### config.mk
export PLATFORM = sky130hd
export DESIGN_NAME = sync_fifo_param
export DESIGN_NICKNAME = d
export VERILOG_FILES = /design/src/rtl/sync_fifo_param.sv
export SDC_FILE = /design/constraint.sdc
export NUM_CORES = 1
export LEC_CHECK = 0
export BUFFER_PORTS_ARGS = -buffer_cell sky130_fd_sc_hd__buf_4
export CAP_MARGIN = 0
export CORE_MARGIN = 3
export CORE_UTILIZATION = 41
export DETAILED_ROUTE_END_ITERATION = 8
export PLACE_DENSITY = 0.63
export SLEW_MARGIN = 20
export SYNTH_ARGS = -nofsm -noshare
export SYNTH_HDL_FRONTEND = slang
export SYNTH_SLANG_ARGS = --single-unit
### constraint.sdc
create_clock -name sys_clock -period 7 [get_ports sys_clock]
set_input_delay 0.35 -clock sys_clock [delete_from_list [all_inputs] [get_ports sys_clock]]
set_output_delay 0.35 -clock sys_clock [all_outputs]
set_load 0.05 [all_outputs]
### src/rtl/sync_fifo_param.sv
// Parametrised single-clock FIFO with occupancy, watermarks and sticky error flags.
// Define SYNC_FIFO_FWFT_EN for first-word-fall-through reads; otherwise reads have one cycle of latency.
module sync_fifo_param #(
    parameter int DATA_WIDTH    = 8,
    parameter int ADDR_WIDTH    = 4,
    parameter int AFULL_THRESH  = (1 << ADDR_WIDTH) - 2,
    parameter int AEMPTY_THRESH = 2
) (
    input  logic                  sys_clock,
    input  logic                  reset,
    input  logic                  wr_en,
    input  logic [DATA_WIDTH-1:0] wr_data,
    input  logic                  rd_en,
    output logic [DATA_WIDTH-1:0] rd_data,
    output logic                  rd_valid,
    output logic                  empty,
    output logic                  full,
    output logic                  almost_full,
    output logic                  almost_empty,
    output logic [ADDR_WIDTH:0]   count,
    output logic                  overflow,
    output logic                  underflow,
    input  logic                  err_clr
);

    localparam int PW    = ADDR_WIDTH + 1;
    localparam int DEPTH = 1 << ADDR_WIDTH;

    localparam logic [ADDR_WIDTH:0] ZERO_LVL   = '0;
    localparam logic [ADDR_WIDTH:0] ONE_LVL    = PW'(1);
    localparam logic [ADDR_WIDTH:0] FULL_LVL   = PW'(DEPTH);
    localparam logic [ADDR_WIDTH:0] AFULL_LVL  = PW'(AFULL_THRESH);
    localparam logic [ADDR_WIDTH:0] AEMPTY_LVL = PW'(AEMPTY_THRESH);

    logic [DATA_WIDTH-1:0] mem [DEPTH];
    logic [ADDR_WIDTH:0]   wr_ptr;
    logic [ADDR_WIDTH:0]   rd_ptr;
    logic                  wr_accept;
    logic                  rd_accept;

    // Flags come only from the registered count, so wr_en/rd_en never reach them combinationally.
    assign empty        = (count == ZERO_LVL);
    assign full         = (count == FULL_LVL);
    assign almost_full  = (count >= AFULL_LVL);
    assign almost_empty = (count <= AEMPTY_LVL);

    // A full FIFO still takes a write when a read frees the head slot in the same cycle.
    assign wr_accept = wr_en & (~full | rd_en);
    assign rd_accept = rd_en & ~empty;

    always_ff @(posedge sys_clock) begin
        if (!reset && wr_accept) begin
            mem[wr_ptr[ADDR_WIDTH-1:0]] <= wr_data;
        end
    end

    always_ff @(posedge sys_clock) begin
        if (reset) begin
            wr_ptr <= '0;
            rd_ptr <= '0;
            count  <= '0;
        end else begin
            if (wr_accept) begin
                wr_ptr <= wr_ptr + ONE_LVL;
            end
            if (rd_accept) begin
                rd_ptr <= rd_ptr + ONE_LVL;
            end
            if (wr_accept && !rd_accept) begin
                count <= count + ONE_LVL;
            end else if (rd_accept && !wr_accept) begin
                count <= count - ONE_LVL;
            end
        end
    end

    // A new error in the same cycle as err_clr keeps its flag set.
    always_ff @(posedge sys_clock) begin
        if (reset) begin
            overflow  <= 1'b0;
            underflow <= 1'b0;
        end else begin
            if (wr_en && !wr_accept) begin
                overflow <= 1'b1;
            end else if (err_clr) begin
                overflow <= 1'b0;
            end
            if (rd_en && !rd_accept) begin
                underflow <= 1'b1;
            end else if (err_clr) begin
                underflow <= 1'b0;
            end
        end
    end

`ifdef SYNC_FIFO_FWFT_EN
    assign rd_data  = mem[rd_ptr[ADDR_WIDTH-1:0]];
    assign rd_valid = ~empty;
`else
    // The head is read before any same-edge write lands, so a full read-while-write returns the oldest entry.
    always_ff @(posedge sys_clock) begin
        if (reset) begin
            rd_data  <= '0;
            rd_valid <= 1'b0;
        end else if (rd_accept) begin
            rd_data  <= mem[rd_ptr[ADDR_WIDTH-1:0]];
            rd_valid <= 1'b1;
        end else begin
            rd_valid <= 1'b0;
        end
    end
`endif

endmodule

==> metrics <==
outcome=finished, final reports clean; Crit path depth=10; Max Clock Skew=7.593 ps; cell taking the most area after synthesis=edfxtp_1; first-pass GRT wire length=19770 um; leakage=0.002333 uW; area share of the largest cell type after synthesis=0.6253; dpl hpwl=between 8000 and 9000 um; Max VDD drop=0.0001596 V; Switching Fraction=0.3009; r2r startpoint=count[0]; critical path arrival=3870 ps; vias per inst=5.365; #FFs+latches synth=152; FF-to-FF setup slack=3440 ps; area of the mapped netlist=0.006147 sq mm; setup bufs post-CTS=0; die width=128.4 um; yosys warns=0; reg2reg end=count[4]; CP delay by family, top=compound AO/OA/AOI/OAI gates; # fillers=about 1200; Area Overhead vs Synth=15.84%; P_sw=792.4 uW; P_int=1841 uW; CP max stage cell=or4_1; most numerous cell in the Yosys netlist=edfxtp_1; CP peak stage delay=720 ps; Cell variety after synth=35; Required @ worst endpoint=between 7000 and 8000 ps; Pwr Density=369.9 mW/mm^2; worst hold path class=in2reg; Worst setup EP type=flip-flop; sequential share of the synthesized area=0.7034; initial core utilization=0.4214; Post-synth top cells=edfxtp_1, mux2i_1, nor2_1, o22ai_1, dfxtp_1; post-route ant nets=0; clock transition at the registers of the reported paths=60 ps; Worst Setup SP=count[0]; min Tclk post-route=3565 ps; max_slew headroom=0.4477; Crit Path Class=reg2reg; Hold Fails Final Rpt=0; initial DRC count=238; largest net degree at the start of global routing=41; vias in the first global route=3358; first-pass iteration count of the detailed router=4; critical-path maximum fanout=19; crit start category=flip-flop; Post-route DRC=0; Post-synth ARST share=0; GRT Total Usage=0.1649; WL/cell=20.14 um; Final Cycle Share=0.5093; Die ar.=0.01650 sq mm; Reg power frac=0.417; most frequent CP cell=inv_1; dominant cells by area after synthesis=edfxtp_1, mux2i_1, dfxtp_1; CTS Root Cell=clkbuf_16; # IOs=33; TNS Setup=0 ps; Synth Area per Inst=15.22 sq um; Cell Chain, Critical Path=or4_1 > o21a_1 > inv_1 > ha_1 > inv_1 > fa_1 > a21o_1 > a21oi_1 > mux2i_1 > mux2_2; GP Congestion=just over 0.8; Chip Height=128.4 um; RSZ-0062 raised after global routing=false; post-route cell area=between 0.007 and 0.008 sq mm; nets=456; share of cells above drive strength 1=0.1682; Worst Setup EP=count[4]; post_cts resized=0; Comb pwr share=0.227; Crit path buffers/inverters=2; GR Overflow Total=0; clk_lat worst skew=420 ps; antenna fix cells=0; Clk network pwr share=0.356; dpl cells=598; routed via count=3380; htree depth=4; CTS tree=done; Routed WL=12690 um; final number of setup-violating endpoints=0; Slew @ Worst Pin=825.4 ps; Non-Filler Instances=630; core area=0.01459 sq mm; placed cell areas=0.006511 sq mm; Post-synth top flop=edfxtp_1; Achievable Freq=0.2805 GHz; Max Cap Violations=0; Post-synth EDFFs=around 130; port buffer count=32; CTS Hold Bufs=0; Cell Rows=44; clk sink count=between 150 and 200; Mapped Cells=404; max-slew violations=0; hold_ws=208.2 ps; CTS Buf Count=17; cell depth of the worst flop-to-flop path=10; CTS Buffer Depth=2; initial antenna violation count=0; post-synth net total=427
## cell type report
cell class              instances  area [sq um]  share of cell area
inverters                       5         18.77            0.002636
clock buffers                  19         432.9             0.06080
repair buffers                 33         247.7             0.03479
multi-input cells             224          1687              0.2369
well taps                     184         230.2             0.03233
flip-flops and latches        152          4328              0.6078
clock inverters                13         176.4             0.02478
## flip-flops by register name, indices dropped and copies added, names as in the netlist
register and cells:
mem 128, count 5, rd_valid 1, wr_ptr 4, rd_ptr 4, underflow 1
rd_data 8, overflow 1
## placed cells by master, fill, tap and decap left out, drive strengths merged, types with 2 or more instances in the layout
cell type	n
edfxtp	128
mux2i	67
nor2	47
buf	33
o22ai	32
dfxtp	24
clkbuf	19
ha	9
nand2	8
nor4	8
a211oi	8
inv	7
a21oi	6
xor2	6
nand3b	5
clkinv	5
bufinv	4
o211ai	4
xnor2	3
or3b	3
o21a	2
or3	2
nand3	2
a21o	2
and3	2
nor2b	2
clkinvlp	2
## routing by layer
layer	GRT usage	wire length, um	vias up
met5	0	0	-
met4	0.06305	207	0
met3	0.03487	517	17
met2	0.2731	6351	65
met1	0.2140	5612	1694
li1	-	-	1604
## logic make-up (layout without fill, tap and decap cells)
family                   Yosys count  count (layout)  synth area share
multiplexers                      68              68            0.1109
AO/OA/AOI/OAI                     56              56           0.06696
AND/OR/NAND/NOR                   81              81           0.06208
adder cells (fa/ha/maj)           10              10           0.02158
buffers and inverters             28              70           0.02219
XOR/XNOR                           9               9           0.01282
flip-flops                       152             152            0.7034
## worst min-delay path, delay by kind of cell
kind                   cells  cell delay [ps]
AOI/OAI and AO/OA          1               60
and+or+nand+nor            1               70
buffers and inverters      1              100
## power groups by stage
stage	clock network, uW	registers (uW)	logic, uW
finish	936	1100	599
global route	990	1110	650
CTS	953	1100	605
detailed placement	0	1120	603
global placement	0	1110	593
floorplan	0	1180	386
## through the flow
step	utilization	setup WS (ps)	power [uW]
after floorplan	-	3564	1570
after CTS	0.4881	3429	2657
after global placement	0.4463	3520	1708
after detailed placement	0.4463	3429	1720
final	0.4881	3435	2634
after global routing	0.4881	3172	2747
## how the worst min path moves through the flow
| stage | from | end | slack, ps | depth (start not counted) |
|---|---|---|---|---|
| after detailed placement | rd_data[0] | rd_data[0] | 530 | 2 |
| after CTS | wr_en | overflow | 190 | 3 |
| after global routing | rd_en | underflow | 240 | 3 |
| final | wr_en | overflow | 210 | 3 |
| after floorplan | wr_data[0] | mem[0][0] | 450 | 0 |
| after global placement | rd_data[0] | rd_data[0] | 530 | 2 |
(Power assumes the default switching activity.)
